## src/rtl/spram_burst_master.sv

```systemverilog
// spram_burst_master: burst initiator for the single-port RAM.
// Wrapping read/write bursts; read data returns through a 4-entry FIFO.
module spram_burst_master #(
  parameter int depth   = 64,
  parameter int width   = 8,
  parameter int max_len = 16,
  localparam int aw = $clog2(depth),
  localparam int lw = $clog2(max_len)
) (
  input  logic             clk,
  input  logic             rst_n,
  input  logic             cmd_valid,
  output logic             cmd_ready,
  input  logic             cmd_write,
  input  logic [aw-1:0]    cmd_addr,
  input  logic [lw-1:0]    cmd_len,
  input  logic             wdata_valid,
  output logic             wdata_ready,
  input  logic [width-1:0] wdata,
  output logic             rdata_valid,
  input  logic             rdata_ready,
  output logic [width-1:0] rdata,
  output logic             done,
  output logic             ram_wr_en,
  output logic [aw-1:0]    ram_addr,
  output logic [width-1:0] ram_din,
  input  logic [width-1:0] ram_dout
);

  typedef enum logic [1:0] {
    IDLE, WRITE, READ, DRAIN
  } state_t;

  state_t           state;
  logic [aw-1:0]    cur_addr;
  logic [lw-1:0]    beats_left;
  logic             v1;
  logic [width-1:0] fifo_mem [4];
  logic [1:0]       rd_ptr;
  logic [1:0]       wr_ptr;
  logic [2:0]       fifo_count;
  logic             issue;
  logic             push;
  logic             pop;
  logic             last;
  logic [aw-1:0]    next_addr;

  assign next_addr = (cur_addr == aw'(depth - 1))
                   ? '0 : cur_addr + aw'(1);
  assign last = (beats_left == '0);

  // Credit: in-flight read plus this one must still fit in the FIFO
  assign issue = (state == READ) &&
    (({1'b0, fifo_count} + {3'b000, v1}) <= 4'd3);
  assign push = v1;
  assign pop  = rdata_valid && rdata_ready;

  assign cmd_ready   = (state == IDLE);
  assign wdata_ready = (state == WRITE);
  assign ram_wr_en   = wdata_ready && wdata_valid;
  assign ram_din     = wdata_ready ? wdata : '0;
  assign ram_addr    = cur_addr;
  assign rdata_valid = (fifo_count != 3'd0);
  assign rdata       = fifo_mem[rd_ptr];

  always_ff @(posedge clk or negedge rst_n) begin
    if (!rst_n) begin
      state      <= IDLE;
      cur_addr   <= '0;
      beats_left <= '0;
      v1         <= 1'b0;
      done       <= 1'b0;
    end else begin
      done <= 1'b0;
      v1   <= issue;
      unique case (state)
        IDLE: begin
          if (cmd_valid) begin
            cur_addr   <= cmd_addr;
            beats_left <= cmd_len;
            state      <= cmd_write ? WRITE : READ;
          end
        end
        WRITE: begin
          if (wdata_valid) begin
            cur_addr   <= next_addr;
            beats_left <= beats_left - lw'(1);
            if (last) begin
              state <= IDLE;
              done  <= 1'b1;
            end
          end
        end
        READ: begin
          if (issue) begin
            cur_addr   <= next_addr;
            beats_left <= beats_left - lw'(1);
            if (last) state <= DRAIN;
          end
        end
        DRAIN: begin
          if (!v1 && (fifo_count == 3'd0 ||
              (fifo_count == 3'd1 && pop))) begin
            state <= IDLE;
            done  <= 1'b1;
          end
        end
        default: state <= IDLE;
      endcase
    end
  end

  always_ff @(posedge clk or negedge rst_n) begin
    if (!rst_n) begin
      rd_ptr     <= '0;
      wr_ptr     <= '0;
      fifo_count <= '0;
    end else begin
      if (push) wr_ptr <= wr_ptr + 2'd1;
      if (pop)  rd_ptr <= rd_ptr + 2'd1;
      fifo_count <= fifo_count + {2'b00, push} - {2'b00, pop};
    end
  end

  always_ff @(posedge clk) begin
    if (push) fifo_mem[wr_ptr] <= ram_dout;
  end

`ifndef SYNTHESIS
  assert property (@(posedge clk) disable iff (!rst_n)
    !(push && !pop && fifo_count == 3'd4));
`endif

endmodule

```

## config.mk

```make
export PLATFORM = sky130hd
export DESIGN_NAME = spram_burst_master
export DESIGN_NICKNAME = d
export VERILOG_FILES = /design/src/rtl/spram_burst_master.sv
export SDC_FILE = /design/constraint.sdc
export NUM_CORES = 1
export LEC_CHECK = 0
export ABC_AREA = 0
export BUFFER_PORTS_ARGS = -buffer_cell sky130_fd_sc_hd__buf_2
export CORE_UTILIZATION = 55
export CTS_CLUSTER_DIAMETER = 30
export DETAILED_ROUTE_END_ITERATION = 10
export PLACE_DENSITY = 0.9
export SLEW_MARGIN = 20
export SYNTH_ARGS = -nofsm -noshare
export SYNTH_HDL_FRONTEND = slang
export SYNTH_SLANG_ARGS = --single-unit
```

## constraint.sdc

```tcl
create_clock -name clk -period 3.3 [get_ports clk]
set_input_delay 0.66 -clock clk [delete_from_list [all_inputs] [get_ports clk]]
set_output_delay 0.66 -clock clk [all_outputs]
set_load 0.01 [all_outputs]
```

# Word-level counts from Yosys, hierarchy flattened
# Memories as Yosys holds them, arrays and structs flattened.
# Cells that the tools add are included.
dict set report op_classes {
  eq_ne 11
  order_cmp 1
  n_addsub 7
  n_mux 24
  n_reduce_logical 14
}
# operator count
set ops {}
lappend ops {{6-bit 2-to-1 mux} 4}
lappend ops {{6-bit case mux with 3 select lines} 1}
lappend ops {{2-bit 2-to-1 mux} 7}
lappend ops {{4-bit 2-to-1 mux} 3}
lappend ops {{4-bit case mux with 3 select lines} 1}
lappend ops {{2-bit inequality test, second input constant} 5}
lappend ops {{8-bit 2-to-1 mux} 1}
lappend ops {{2-bit case mux with 4 select lines} 1}
lappend ops {{6-bit by 1-bit adder with 6-bit output, second input constant} 1}
lappend ops {{6-bit equality test, second input constant} 1}
lappend ops {{6-bit AND reduction} 1}
lappend ops {{3-bit nonzero test} 2}
lappend ops {{1-bit logical AND} 5}
lappend ops {{1-bit 2-to-1 mux} 5}
lappend ops {{2-bit by 1-bit adder with 2-bit output, second input constant} 2}
lappend ops {{3-bit by 1-bit adder with 4-bit output} 1}
lappend ops {{2-bit equality test, second input constant} 2}
lappend ops {{4-bit by 2-bit less-or-equal comparator with 1-bit output, second input constant} 1}
lappend ops {{4-bit zero test} 1}
lappend ops {{4-bit AND reduction} 1}
lappend ops {{4-bit by 1-bit subtractor with 4-bit output, second input constant} 1}
lappend ops {{3-bit by 1-bit adder with 3-bit output} 1}
lappend ops {{3-bit by 1-bit equality test with 1-bit output, second input constant} 1}
lappend ops {{3-bit zero test} 1}
lappend ops {{7 further kinds} 7}
dict set report totals {
  regBits 21
  output_inout_bits 27
  elab_cells 66
  n_memories 1
  ram_bits 32
  in_bits 32
}
# memory words width read_ports rd_clocked_by_memory_dff write_ports line_no
set memory_table {}
lappend memory_table {fifo_mem 4 8 1 0 1 38} ;# logic [width-1:0] fifo_mem [4];

# Depth between registers and ports, before layout
# Gate-level depths: netlist (run 1).
dict set report depth {
  depth_word 7
  mapped_depth 9
  depth_no_buf 7
}

# Least setup slack after synthesis (run 1)
# Ideal clock, no wire load.
dict set report synth_path {
  kind {reg-to-reg}
  from {register fifo_count[2]}
  to {register fifo_count[2]}
  path_buffers 0
  setup_ns 0.123
  period_less_slack_ns 2.143
  setup_slack_ns 1.157
  required_time_ns 3.177
  path_stages_with_launch 8
  arrival_time_ns 2.020
  cell_sequence {dfrtp_1 -> or3_1 -> and2_1 -> ha_1 -> inv_1 -> ha_1 -> fa_1 -> xnor2_1}
}
dict set report synth_between {
  elab_chain_len 3
  elab_cells_between_ends 4
  cone_classes {2 x add/sub; 2 x reduce/logical}
}
# item line_no
set synth_rtl {}
lappend synth_rtl {{from (decl)} 41} ;# logic [2:0] fifo_count;
lappend synth_rtl {{from (signal assigned)} 121} ;# fifo_count <= fifo_count + {2'b00, push} - {2'b00, pop};
lappend synth_rtl {{3-bit nonzero test} 63} ;# assign rdata_valid = (fifo_count != 3'd0);
lappend synth_rtl {{net rdata_valid} 20} ;# output logic rdata_valid,
lappend synth_rtl {{1-bit logical AND} 56} ;# assign pop = rdata_valid && rdata_ready;
lappend synth_rtl {{net pop} 44} ;# logic pop;
lappend synth_rtl {{3-bit by 1-bit subtractor with 3-bit output} 121}
# The timed path passes the listed nets, and every way through them passes these cells.
# A chain may end at the register's enable or synchronous reset.

# Worst setup path after layout (run 1)
dict set report layout_path {
  from {register rd_ptr[0]}
  to {output rdata[5]}
}
dict set report layout_between {
  elab_chain_len 1
}
# item line_no
set layout_rtl {}
lappend layout_rtl {{from (decl)} 39} ;# logic [1:0] rd_ptr;
lappend layout_rtl {{from (signal assigned)} 120} ;# if (pop) rd_ptr <= rd_ptr + 2'd1;
lappend layout_rtl {{memory 4 x 8 bit} -}
lappend layout_rtl {{to (decl)} 22} ;# output logic [width-1:0] rdata,
# Every way passes these cells.

==> results of run 1 <==
==> final cells by class <==
type	count	area (um^2)
sequential	53	1486
multi-input combinational	112	933.4
fill	338	1448
timing repair buffer	58	290.3
clock buffer	5	68.82
inverter	18	67.56
tap	52	65.06
clock inverter	3	25.02
==> power breakdown <==
| part | total, mW | internal (mW) | switching [mW] |
|---|---|---|---|
| combinational | 1.22 | 0.571 | 0.649 |
| sequential | 1.08 | 0.894 | 0.184 |
| clock | 0.367 | 0.153 | 0.214 |
| total | 2.66 | 1.62 | 1.05 |
==> Yosys cell counts, types with 2 or more instances <==
master                     count
sky130_fd_sc_hd__a21oi_1      11
sky130_fd_sc_hd__a31oi_1       2
sky130_fd_sc_hd__and2_1       10
sky130_fd_sc_hd__and2_2        5
sky130_fd_sc_hd__buf_2         2
sky130_fd_sc_hd__dfrtp_1      21
sky130_fd_sc_hd__edfxtp_1     32
sky130_fd_sc_hd__ha_1         13
sky130_fd_sc_hd__inv_1        17
sky130_fd_sc_hd__mux2i_1       4
sky130_fd_sc_hd__mux4_2        8
sky130_fd_sc_hd__nand2_1      10
sky130_fd_sc_hd__nand3_1       2
sky130_fd_sc_hd__nor2_1        8
sky130_fd_sc_hd__nor3_1        3
sky130_fd_sc_hd__o21ai_0      10
sky130_fd_sc_hd__o22a_1        5
sky130_fd_sc_hd__o22ai_1       2
sky130_fd_sc_hd__or3_1         3
sky130_fd_sc_hd__xnor2_1       2
sky130_fd_sc_hd__xor2_1        2
==> placed cells by master (no fill, tap or decap), types with 10 or more instances in the layout <==
cell	netlist	routed
sky130_fd_sc_hd__buf_2	2	58
sky130_fd_sc_hd__edfxtp_1	32	32
sky130_fd_sc_hd__dfrtp_1	21	21
sky130_fd_sc_hd__inv_1	17	17
sky130_fd_sc_hd__ha_1	13	13
sky130_fd_sc_hd__a21oi_1	11	11
sky130_fd_sc_hd__and2_1	10	10
sky130_fd_sc_hd__nand2_1	10	10
sky130_fd_sc_hd__o21ai_0	10	10
==> critical path, stage by stage, from the launching register on <==
cell and delay (ns):
sky130_fd_sc_hd__dfrtp_1 0.71, sky130_fd_sc_hd__mux4_2 0.58, sky130_fd_sc_hd__buf_2 0.15
==> per-stage QoR <==
step / total power [mW] / utilization, % / setup slack, ns / cells
2_1_floorplan: 2.029 / - / 1.157 / 190
3_3_place_gp: 2.274 / 64.84 / 1.198 / 293
3_5_place_dp: 2.330 / 64.84 / 1.137 / 293
4_1_cts: 2.698 / 66.98 / 0.8612 / 301
5_1_grt: 2.871 / 66.98 / 0.8032 / 301
6_report: 2.665 / 66.98 / 0.8965 / 301
==> worst paths after layout <==
check                         startpoint            end  slack, ns  cells after the start
setup / recovery               rd_ptr[0]       rdata[5]       0.90                      2
hold / removal                     rst_n    ram_addr[0]       0.30                      1
setup reg to reg           fifo_count[2]  fifo_count[2]       1.14                      7
hold reg to reg            beats_left[3]  beats_left[3]       0.53                      1
max in group asynchronous          rst_n  fifo_count[1]       2.66                      1
min in group clk           beats_left[3]  beats_left[3]       0.53                      1
==> sequential cells by signal, indices dropped and copies added, names as in the netlist <==
name / flops
fifo_mem: 32
fifo_count: 3
beats_left: 4
done: 1
state: 2
ram_addr: 6
push: 1
wr_ptr: 2
rd_ptr: 2
==> logic make-up (layout without fill, tap and decap cells) <==
family,after synthesis,after routing
AO/OA/AOI/OAI,38,38
multiplexers,12,12
flip-flops,53,53
buffers and inverters,25,84
XOR/XNOR,4,4
adder cells (fa/ha/maj),14,14
AND/OR/NAND/NOR,44,44
==> layer usage <==
metal / share of wire (%) / vias up
li1: - / 811
met1: 44 / 755
met2: 50 / 47
met3: 5.3 / 2
met4: 0.52 / 0
met5: 0 / -
==> impl_summary.log, run 1 <==
[metrics] status: complete, no violations
[metrics] CTS sink cnt: between 50 and 60
[metrics] largest family of logic cells by synthesized area: compound AO/OA/AOI/OAI gates
[metrics] xor/xnor cell area share of the yosys netlist: about 1.4%
[metrics] Synthesized Nets: 236
[metrics] Crit Path Category: reg -> out
[metrics] cell area after layout: between 0.002 and 0.003 mm^2
[metrics] Clock Path Buffers: 2
[metrics] endpoints failing setup: 0
[metrics] worst slew margin relative to its limit: 53.20%
[metrics] antenna violations before repair: 0
[metrics] number of hold buffers added after cts: 0
[metrics] number of nets in the finished design: ~300
[metrics] fraction of the mapped netlist area in compound gates: about a tenth
[metrics] clk_skew: around 0.011 ns
[metrics] number of global-route vias before repair: between 1,500 and 2,000
[metrics] Post-Syn Area: around 0.0025 mm^2
[metrics] final number of hold-violating endpoints: 0
[metrics] GRT Max-Usage Layer: met2
[metrics] final hold slack: ~0.30 ns
[metrics] number of enable flip-flop cells after synthesis: 32
[metrics] Yosys warnings: 0
[metrics] antenna-violating nets left: 0
[metrics] DPL Wire Length: around 3.1 mm
[metrics] Max-cap violations: 0
[metrics] transition at the pin with the smallest max-transition slack: roughly 0.70 ns
[metrics] floorplan die height: ~70 um
[metrics] unique cell type count in the Yosys netlist: 39
[metrics] Top Ports: between 50 and 60
[metrics] violation count after the first detailed-routing iteration: 79
[metrics] power density cells: between 900 and 1000 mW/mm^2
[metrics] Adder-Cell Fraction of Synth Area: 7.224%
[metrics] aggregate routed wire length: between 4 and 5 mm
[metrics] asr flop ratio synth: a little under 40%
[metrics] detailed-route DRC error count: 0
[metrics] top cells by area, synth: sky130_fd_sc_hd__edfxtp_1 38%, sky130_fd_sc_hd__dfrtp_1 21%, sky130_fd_sc_hd__mux4_2 7.1%
[metrics] FMAX: ~420 MHz
[metrics] GR met2 Demand/Resource: a little over 30%
[metrics] Post-Synthesis Cells: between 150 and 200
[metrics] die width: 69.81 um
[metrics] last weighted congestion value of the routability-driven placer: roughly 0.79
[metrics] Layout Area Growth over Synthesis: 16.13%
[metrics] total overflow reported by the global router: 0
[metrics] Setup TNS Final: 0 ns
[metrics] vias per inst: 5.365
[metrics] area share of the largest cell type after synthesis: 38.00%
[metrics] Avg Synthesized Cell Area: around 13 um^2
[metrics] CP max FO: 10
[metrics] Startpoint Class: flop
[metrics] Floorplan Core Area: about 0.0044 mm^2
[metrics] static leakage power: ~1.3 nW
[metrics] worst-skew pair later-pin latency: slightly above 0.3 ns
[metrics] pin count of the biggest net entering global routing: 22
[metrics] dpl cell area: between 0.002 and 0.003 mm^2
[metrics] number of rows in the core area: 24
[metrics] M1 GR Usage: 22.04%
[metrics] vias post-DR: around 1,600
[metrics] post-synthesis mux area share: between 8 and 9%
[metrics] count of input and output buffers: 58
[metrics] clock slew seen by the registers of the worst setup and hold paths: 0.10 ns
[metrics] most frequently used flop master after synthesis: sky130_fd_sc_hd__edfxtp_1
[metrics] area leader, netlist: sky130_fd_sc_hd__edfxtp_1
[metrics] htree depth: 2
[metrics] wire length of the first global-routing pass: slightly below 7 mm
[metrics] Data arrival, critical path: ~1.7 ns
[metrics] initial standard-cell utilization of the core: approximately 58%
[metrics] GRT Overall Usage: 17.90%
[metrics] share of the yosys chip area belonging to registers: around three fifths
[metrics] average wire length per cell after detail routing: around 13 um
[metrics] drt first pass iters: 4
[metrics] Yosys reg bits: 53
[metrics] Die ar.: 0.004873 mm^2
[metrics] path class of the lowest-slack min-delay path: in -> async
[metrics] post-route fraction of the period consumed by the critical path: between 70% and 80%
[metrics] cts bufs inserted: 5
[metrics] RSZ-0062 raised after global routing: false
[metrics] buffer count from post-CTS setup fixing: 0
[metrics] Final Max Slew Viols: 0
[metrics] fraction of layout cells with a size suffix above 1: 33.73%
[metrics] cell at the root of the clock tree: sky130_fd_sc_hd__clkbuf_8
[metrics] met3 Use GR: about 4.5%
[metrics] CTS tree: yes
[metrics] nature of the critical path endpoint: output port
[metrics] Data required, critical path: between 2 and 3 ns
[metrics] Final min period: 2.403 ns
[metrics] number of resized instances in the post-cts repair step: 0
[metrics] area fraction in and, or, nand and nor cells after synthesis: under 10%
[metrics] peak supply drop: 0.5895 mV
[metrics] number of antenna repair diodes: 0
No activity file was read; power rests on OpenSTA's default activity.
==> run 2: changes to the inputs <==
--- a/config.mk
+++ b/config.mk
@@ -5,12 +5,12 @@
 export SDC_FILE = /design/constraint.sdc
 export NUM_CORES = 1
 export LEC_CHECK = 0
-export ABC_AREA = 0
+export ABC_AREA = 1
 export BUFFER_PORTS_ARGS = -buffer_cell sky130_fd_sc_hd__buf_2
-export CORE_UTILIZATION = 55
+export CORE_UTILIZATION = 54
 export CTS_CLUSTER_DIAMETER = 30
 export DETAILED_ROUTE_END_ITERATION = 10
-export PLACE_DENSITY = 0.9
+export PLACE_DENSITY = 0.88
 export SLEW_MARGIN = 20
 export SYNTH_ARGS = -nofsm -noshare
 export SYNTH_HDL_FRONTEND = slang
==> constraint.sdc (replaced) <==
create_clock -name clk -period 2.4 [get_ports clk]
set_input_delay 0.48 -clock clk [delete_from_list [all_inputs] [get_ports clk]]
set_output_delay 0.48 -clock clk [all_outputs]
set_load 0.01 [all_outputs]
==> run 2 against run 1 <==
Worst hold slack lost 0.17 ns; sequential cell count is the same; global-route usage grew 3.3 points; critical path type is now reg -> reg; largest power group unchanged.
==> impl_summary.log, run 2 <==
[metrics] transition at the pin with the smallest max-transition slack: 0.4904 ns (-0.2115 ns)
[metrics] most frequently used flop master after synthesis: sky130_fd_sc_hd__edfxtp_1
[metrics] post-route core utilization: 65.18% (-1.8 points)
[metrics] Post-Syn Area: 0.002691 mm^2 (+6.4%)
[metrics] Top Ports: 59 (unchanged)
[metrics] most common cell after layout, fill and taps aside: sky130_fd_sc_hd__nand2_1
[metrics] Floorplan Core Area: 0.004755 mm^2 (+8.4%)
[metrics] DPL Wire Length: 3.514 mm (+15%)
[metrics] last weighted congestion value of the routability-driven placer: 0.7857 (about the same)
[metrics] Filler cells: 394 (+17%)
[metrics] peak supply drop: 0.7697 mV (+31%)
[metrics] final hold slack: 0.1266 ns (-0.1721 ns)
[metrics] register area: 0.001486 mm^2 (unchanged)
[metrics] fraction of layout cells with a size suffix above 1: 25.88% (-7.9 points)
[metrics] post-route fraction of the period consumed by the critical path: roughly nine tenths
[metrics] initial standard-cell utilization of the core: 56.61% (-1.1 points)
[metrics] most frequent cells in the layout: 69 x sky130_fd_sc_hd__nand2_1, 58 x sky130_fd_sc_hd__buf_2, 38 x sky130_fd_sc_hd__inv_1
[metrics] number of hold buffers added after cts: 0 (unchanged)
[metrics] endpoints failing setup: 0 (unchanged)
[metrics] share of the yosys chip area belonging to registers: 55.23% (-3.6 points)
[metrics] final instance count without filler cells: 407 (+35%)
[metrics] ranking of synthesized cells by instance count: 69 x sky130_fd_sc_hd__nand2_1, 38 x sky130_fd_sc_hd__inv_1, 32 x sky130_fd_sc_hd__edfxtp_1
[metrics] CTS tree: yes
[metrics] static leakage power: 1.560 nW (+23%)
[metrics] Critical Path Most Common Cell: sky130_fd_sc_hd__inv_1
[metrics] number of global-route vias before repair: 1,921 (+28%)
[metrics] pin count of the biggest net entering global routing: 22 (unchanged)
[metrics] FMAX: ~470 MHz
[metrics] Synthesized Nets: 327 (+39%)
[metrics] wire length of the first global-routing pass: 8.459 mm (+26%)
[metrics] cell with the most instances after synthesis: sky130_fd_sc_hd__nand2_1
[metrics] power density cells: 1217 mW/mm^2 (+34%)
[metrics] vias post-DR: 2,007 (+24%)
[metrics] Data arrival, critical path: 2.34 ns (+0.60 ns)
[metrics] total overflow reported by the global router: 0 (unchanged)
[metrics] average wire length per cell after detail routing: 12.23 um (-9.2%)
[metrics] number of antenna repair diodes: 0 (unchanged)
[metrics] most flop-heavy register: fifo_mem
[metrics] Setup TNS Final: 0 ns (unchanged)
[metrics] Startpoint Class: flop
[metrics] worst-case register-to-register setup slack: 0.26 ns (-0.88 ns)
[metrics] combinational fraction of design power: 49.4% (+3.6 points)
[metrics] Clock Path Buffers: 2 (unchanged)
[metrics] Post-Synthesis Cells: 281 (+48%)
[metrics] Final min period: about 2.1 ns
[metrics] Final Max Slew Viols: 0 (unchanged)
[metrics] top cells by area, synth: sky130_fd_sc_hd__edfxtp_1 36%, sky130_fd_sc_hd__dfrtp_1 20%, sky130_fd_sc_hd__nand2_1 9.6%
[metrics] area leader, netlist: sky130_fd_sc_hd__edfxtp_1
[metrics] clk_skew: 0.009631 ns (-0.0009568 ns)
[metrics] antenna violations before repair: 0 (unchanged)
[metrics] final worst-path setup slack: 0.2567 ns (-0.6398 ns)
[metrics] drt first pass iters: 4 (unchanged)
[metrics] asr flop ratio synth: 39.62% (unchanged)
[metrics] cell at the root of the clock tree: sky130_fd_sc_hd__clkbuf_8
[metrics] floorplan die height: 72.60 um (+4.0%)
[metrics] terminus of the critical flop-to-flop path: fifo_count[2]
[metrics] dpl cell area: 0.003013 mm^2 (+6.0%)
[metrics] startpoint of the most critical register-to-register path: fifo_count[1]
[metrics] violation count after the first detailed-routing iteration: 114 (+44%)
[metrics] Layout Area Growth over Synthesis: 15.16%
[metrics] net switching power of the design: 1.658 mW (+58%)
[metrics] number of resized instances in the post-cts repair step: 0 (unchanged)
[metrics] worst slew margin relative to its limit: 67.31% (+14 points)
[metrics] Crit Path Category: reg -> reg
[metrics] antenna-violating nets left: 0 (unchanged)
[metrics] critical-path cell list: inv_1 -> nand2_1 -> or2_2 -> nand2_1 -> inv_1 -> ha_1 -> inv_1 -> ha_1 -> fa_1 -> xnor2_1
[metrics] Yosys warnings: 0 (unchanged)
[metrics] Cell Int Power: 2.113 mW (+31%)
[metrics] area occupied by multi-input gates: 994.7 um^2 (+6.6%)
[metrics] Largest stage delay, worst path: 0.41 ns (-0.30 ns)
[metrics] Die ar.: 0.005270 mm^2 (+8.2%)
[metrics] final number of hold-violating endpoints: 0 (unchanged)
[metrics] count of input and output buffers: 58 (unchanged)
[metrics] die width: 72.60 um (+4.0%)
[metrics] Max-cap violations: 0 (unchanged)
[metrics] GRT Overall Usage: 21.18% (+3.3 points)
[metrics] Data required, critical path: 2.59 ns (-0.05 ns)
[metrics] max FFs per register: 32 (unchanged)
[metrics] portion of total power attributed to the clock network: 13.1% (-0.7 points)
[metrics] nature of the critical path endpoint: flop
[metrics] status: complete, no violations
[metrics] CP max FO: 3 (-7)
[metrics] unique cell type count in the Yosys netlist: 28 (-28%)
[metrics] placed instance count: 399 (+36%)
[metrics] CTS sink cnt: 53 (unchanged)
[metrics] cell area after layout: 0.003099 mm^2 (+5.5%)
[metrics] number of enable flip-flop cells after synthesis: 32 (unchanged)
[metrics] Avg Synthesized Cell Area: 9.578 um^2 (-28%)
[metrics] logic depth of the worst register-to-register path: 10 (+3)
[metrics] cts bufs inserted: 5 (unchanged)
[metrics] detailed-route DRC error count: 0 (unchanged)
[metrics] buffer count from post-CTS setup fixing: 0 (unchanged)
[metrics] Yosys reg bits: 53 (unchanged)
[metrics] fraction of power spent switching nets: 43.97% (+4.7 points)
[metrics] htree depth: 2 (unchanged)
[metrics] area share of the largest cell type after synthesis: 35.70% (-2.3 points)
[metrics] worst-skew pair later-pin latency: 0.30 ns (about the same)
[metrics] RSZ-0062 raised after global routing: false
[metrics] Power, Total: 3.770 mW (+41%)
[metrics] number of rows in the core area: 25 (+4.2%)
[metrics] clock slew seen by the registers of the worst setup and hold paths: 0.09 ns (about the same)
[metrics] Crit-path slowest cell: sky130_fd_sc_hd__dfrtp_1
[metrics] aggregate routed wire length: 4.979 mm (+23%)
[metrics] number of nets in the finished design: 385 (+31%)
[metrics] setup slack at placement: 0.2931 ns (-0.8438 ns)
[metrics] Seq pwr share: 37.5% (-2.9 points)
[metrics] vias per inst: 4.931 (-8.1%)
[metrics] path class of the lowest-slack min-delay path: in -> async
run 2: changes by cell type after synthesis, sizes merged, moves of 8 or more:
cell   before  now
mux4        8    0
nand2      10   81
and2       15    0
o21ai      11   25
a21oi      11    3
inv        17   40
nor2        8   28
run 2: cell type report:
cell class / instances / share of cell area, %
repair buffers: 59 / 9.608
well taps: 67 / 2.705
multi-input cells: 180 / 32.10
flip-flops and latches: 53 / 47.96
clock buffers: 5 / 2.220
clock inverters: 3 / 0.5652
inverters: 40 / 4.845
run 2: per-layer routing:
metal | track usage, % | wire [um] | vias to the layer above
li1 | - | - | 1023
met1 | 25.33 | 2156 | 934
met2 | 39.15 | 2620 | 46
met3 | 4.420 | 170 | 4
met4 | 4.793 | 33 | 0
met5 | 0 | 0 | -
run 2: power groups by stage:
stage	Clock [mW]	Sequential, mW	Combinational [mW]
detailed placement	0	1.43	1.88
finish	0.495	1.41	1.86
floorplan	0	1.38	1.47
global route	0.538	1.44	2.15
global placement	0	1.42	1.79
CTS	0.498	1.41	1.88
run 2: worst max-delay path, delay by kind of cell, from the launching register on:
kind	cells	cell delay, ns
simple gates	3	0.46
buf+inv	3	0.21
xor+xnor	1	0.13
fa+ha+maj	3	0.81
flops	1	0.41
run 2: cell families after synthesis:
logic type | share of synthesized area, %
XOR/XNOR | 1.627
AO/OA/AOI/OAI | 7.996
AND/OR/NAND/NOR | 19.80
buffers and inverters | 7.810
flip-flops | 55.23
multiplexers | 0.7439
adder cells (fa/ha/maj) | 6.788
run 2: worst max-delay path by stage:
stage               slack (ns)       endpoint          start
detailed placement        0.29  fifo_count[2]  fifo_count[1]
global placement          0.34  fifo_count[2]  fifo_count[1]
CTS                       0.27  fifo_count[2]  fifo_count[1]
finish                    0.26  fifo_count[2]  fifo_count[1]
floorplan                 0.34  fifo_count[2]  fifo_count[1]
global route              0.11  fifo_count[2]  fifo_count[1]
==> run 3: changes to the inputs <==
--- a/config.mk
+++ b/config.mk
@@ -7,10 +7,12 @@
 export LEC_CHECK = 0
 export ABC_AREA = 1
 export BUFFER_PORTS_ARGS = -buffer_cell sky130_fd_sc_hd__buf_2
+export CORE_ASPECT_RATIO = 0.75
 export CORE_UTILIZATION = 54
 export CTS_CLUSTER_DIAMETER = 30
 export DETAILED_ROUTE_END_ITERATION = 10
 export PLACE_DENSITY = 0.88
+export SETUP_SLACK_MARGIN = 0.3
 export SLEW_MARGIN = 20
 export SYNTH_ARGS = -nofsm -noshare
 export SYNTH_HDL_FRONTEND = slang
==> run 3 against run 2 <==
Clock-buffer cell count did not move; worst hold slack worse by 0.00075 ns; first-iteration DRC count rose by 33%; clock skew barely moved; fmax up 4.1%; sequential power is essentially flat; sequential cell count did not move; sequential share of layout area fell by 1.8 points; critical path depth unchanged; via count hardly changed; global-route usage is 0.45 points lower; critical endpoint unchanged; highest routed layer unchanged.
==> impl_summary.log, run 3 (same netlist as run 2, synthesis figures left out) <==
[metrics] Crit-path slowest cell: sky130_fd_sc_hd__dfrtp_1
[metrics] final number of hold-violating endpoints: 0 (unchanged)
[metrics] pin count of the biggest net entering global routing: 22 (unchanged)
[metrics] CP max FO: 3 (unchanged)
[metrics] most common cell after layout, fill and taps aside: sky130_fd_sc_hd__nand2_1
[metrics] number of global-route vias before repair: 1,915 (-0.31%)
[metrics] vias per inst: 4.953 (+0.44%)
[metrics] GRT Overall Usage: 20.73% (-0.45 points)
[metrics] antenna violations before repair: 0 (unchanged)
[metrics] worst-skew pair later-pin latency: 0.30 ns (about the same)
[metrics] worst slew margin relative to its limit: 67.37% (about the same)
[metrics] Final Max Slew Viols: 0 (unchanged)
[metrics] wire length of the first global-routing pass: 8.687 mm (+2.7%)
[metrics] FMAX: 485.5 MHz (+4.1%)
[metrics] Die ar.: 0.005273 mm^2 (about the same)
[metrics] htree depth: 2 (unchanged)
[metrics] number of hold buffers added after cts: 0 (unchanged)
[metrics] Layout Area Growth over Synthesis: 19.62%
[metrics] Final min period: 2.060 ns (-0.08369 ns)
[metrics] Setup TNS Final: 0 ns (unchanged)
[metrics] vias post-DR: 2,006 (-0.050%)
[metrics] static leakage power: 1.618 nW (+3.7%)
[metrics] fraction of layout cells with a size suffix above 1: 29.89% (+4.0 points)
[metrics] CTS sink cnt: 53 (unchanged)
[metrics] initial standard-cell utilization of the core: 58.20% (+1.6 points)
[metrics] transition at the pin with the smallest max-transition slack: 0.4895 ns (-0.0008975 ns)
[metrics] Floorplan Core Area: 0.004624 mm^2 (-2.7%)
[metrics] number of nets in the finished design: 393 (+2.1%)
[metrics] power density cells: 1295 mW/mm^2 (+6.4%)
[metrics] antenna-violating nets left: 0 (unchanged)
[metrics] drt first pass iters: 4 (unchanged)
[metrics] Top Ports: 59 (unchanged)
[metrics] DPL Wire Length: 3.642 mm (+3.7%)
[metrics] peak supply drop: 0.7964 mV (+3.5%)
[metrics] die width: 83.52 um (+15%)
[metrics] number of rows in the core area: 21 (-16%)
[metrics] average wire length per cell after detail routing: 12.67 um (+3.6%)
[metrics] terminus of the critical flop-to-flop path: fifo_count[2]
[metrics] Data required, critical path: 2.59 ns (about the same)
[metrics] path class of the lowest-slack min-delay path: in -> async
[metrics] status: complete, no violations
[metrics] number of antenna repair diodes: 0 (unchanged)
[metrics] total overflow reported by the global router: 0 (unchanged)
[metrics] Startpoint Class: flop
[metrics] detailed-route DRC error count: 0 (unchanged)
[metrics] endpoints failing setup: 0 (unchanged)
[metrics] Critical Path Most Common Cell: sky130_fd_sc_hd__inv_1
[metrics] floorplan die height: 63.14 um (-13%)
[metrics] max FFs per register: 32 (unchanged)
[metrics] Clock Path Buffers: 2 (unchanged)
[metrics] Crit Path Category: reg -> reg
[metrics] clk_skew: 0.009567 ns (-0.00006423 ns)
[metrics] critical path buffer and inverter count: 3 (unchanged)
[metrics] Power, Total: 4.168 mW (+11%)
[metrics] startpoint of the most critical register-to-register path: fifo_count[2]
[metrics] worst-case register-to-register setup slack: 0.34 ns (+0.08 ns)
[metrics] nature of the critical path endpoint: flop
[metrics] Max-cap violations: 0 (unchanged)
[metrics] count of input and output buffers: 58 (unchanged)
[metrics] RSZ-0062 raised after global routing: true
[metrics] kind of cell adding the most delay to the critical path: adder cells
[metrics] most flop-heavy register: fifo_mem
[metrics] Largest stage delay, worst path: 0.40 ns (about the same)
[metrics] cell at the root of the clock tree: sky130_fd_sc_hd__clkbuf_8
[metrics] critical-path cell list: inv_2 -> nand2_1 -> or2_4 -> nand2_2 -> inv_1 -> ha_1 -> inv_1 -> ha_2 -> fa_2 -> xnor2_2
[metrics] last weighted congestion value of the routability-driven placer: 0.8311 (+5.8%)
[metrics] violation count after the first detailed-routing iteration: 152 (+33%)
[metrics] most frequent cells in the layout: 68 x sky130_fd_sc_hd__nand2_1, 58 x sky130_fd_sc_hd__buf_2, 35 x sky130_fd_sc_hd__inv_1
[metrics] aggregate routed wire length: 5.132 mm (+3.1%)
[metrics] cts bufs inserted: 5 (unchanged)
[metrics] CTS tree: yes
[metrics] clock slew seen by the registers of the worst setup and hold paths: 0.10 ns (about the same)
[metrics] logic depth of the worst register-to-register path: 10 (unchanged)
[metrics] Data arrival, critical path: 2.25 ns (-0.09 ns)
[metrics] post-route fraction of the period consumed by the critical path: 85.82% (-3.5 points)
==> run 3: worst max-delay path by stage <==
stage	startpoint	end	slack (ns)	cells past startpoint
after CTS	fifo_count[2]	fifo_count[2]	0.31	10
after detailed placement	fifo_count[1]	fifo_count[2]	0.25	10
after global placement	fifo_count[1]	fifo_count[2]	0.34	10
after global routing	fifo_count[2]	fifo_count[2]	0.27	10
after floorplan	fifo_count[1]	fifo_count[2]	0.34	10
final	fifo_count[2]	fifo_count[2]	0.34	10
==> run 3: repair_timing <==
item                       in CTS  in global routing
resized for setup               3                  5
pin swaps                       1                  1
hold endpoints to repair        0                  0
buffers inserted                3                  5
cloned                          0                  0
setup endpoints to repair       2                  8
==> run 3: area by class of cell <==
class | instances | area (um^2)
inverter | 40 | 153.9
tap | 57 | 71.32
clock buffer | 5 | 68.82
clock inverter | 3 | 68.82
sequential | 53 | 1486
multi-input combinational | 180 | 1012
fill | 343 | 1405
timing repair buffer | 67 | 357.8
==> run 3: report_power, final <==
| group | total [mW] | leakage, nW | internal [mW] | switching, mW |
|---|---|---|---|---|
| Clock | 0.706 | 0.0687 | 0.420 | 0.287 |
| Combinational | 2.04 | 1.00 | 0.829 | 1.21 |
| Sequential | 1.42 | 0.548 | 1.20 | 0.222 |
==> run 3: metrics by stage <==
stage / worst slack [ns] / instances / util (%) / cell area (um^2) / hold slack (ns)
floorplan: 0.3373 / 281 / - / 2691 / 0.1844
global placement: 0.3410 / 389 / 64.88 / 3000 / 0.4593
detailed placement: 0.2473 / 389 / 64.88 / 3000 / 0.4675
CTS: 0.3130 / 400 / 68.40 / 3163 / 0.1316
global route: 0.2679 / 405 / 69.62 / 3219 / 0.1480
finish: 0.3404 / 405 / 69.62 / 3219 / 0.1259
==> run 3: layer usage <==
layer | share of wire [%] | vias up | track usage (%)
met3 | 5.1 | 6 | 5.111
met1 | 47 | 924 | 27.24
met5 | 0 | - | 0
met2 | 47 | 43 | 34.32
met4 | 0.94 | 0 | 6.356
li1 | - | 1033 | -
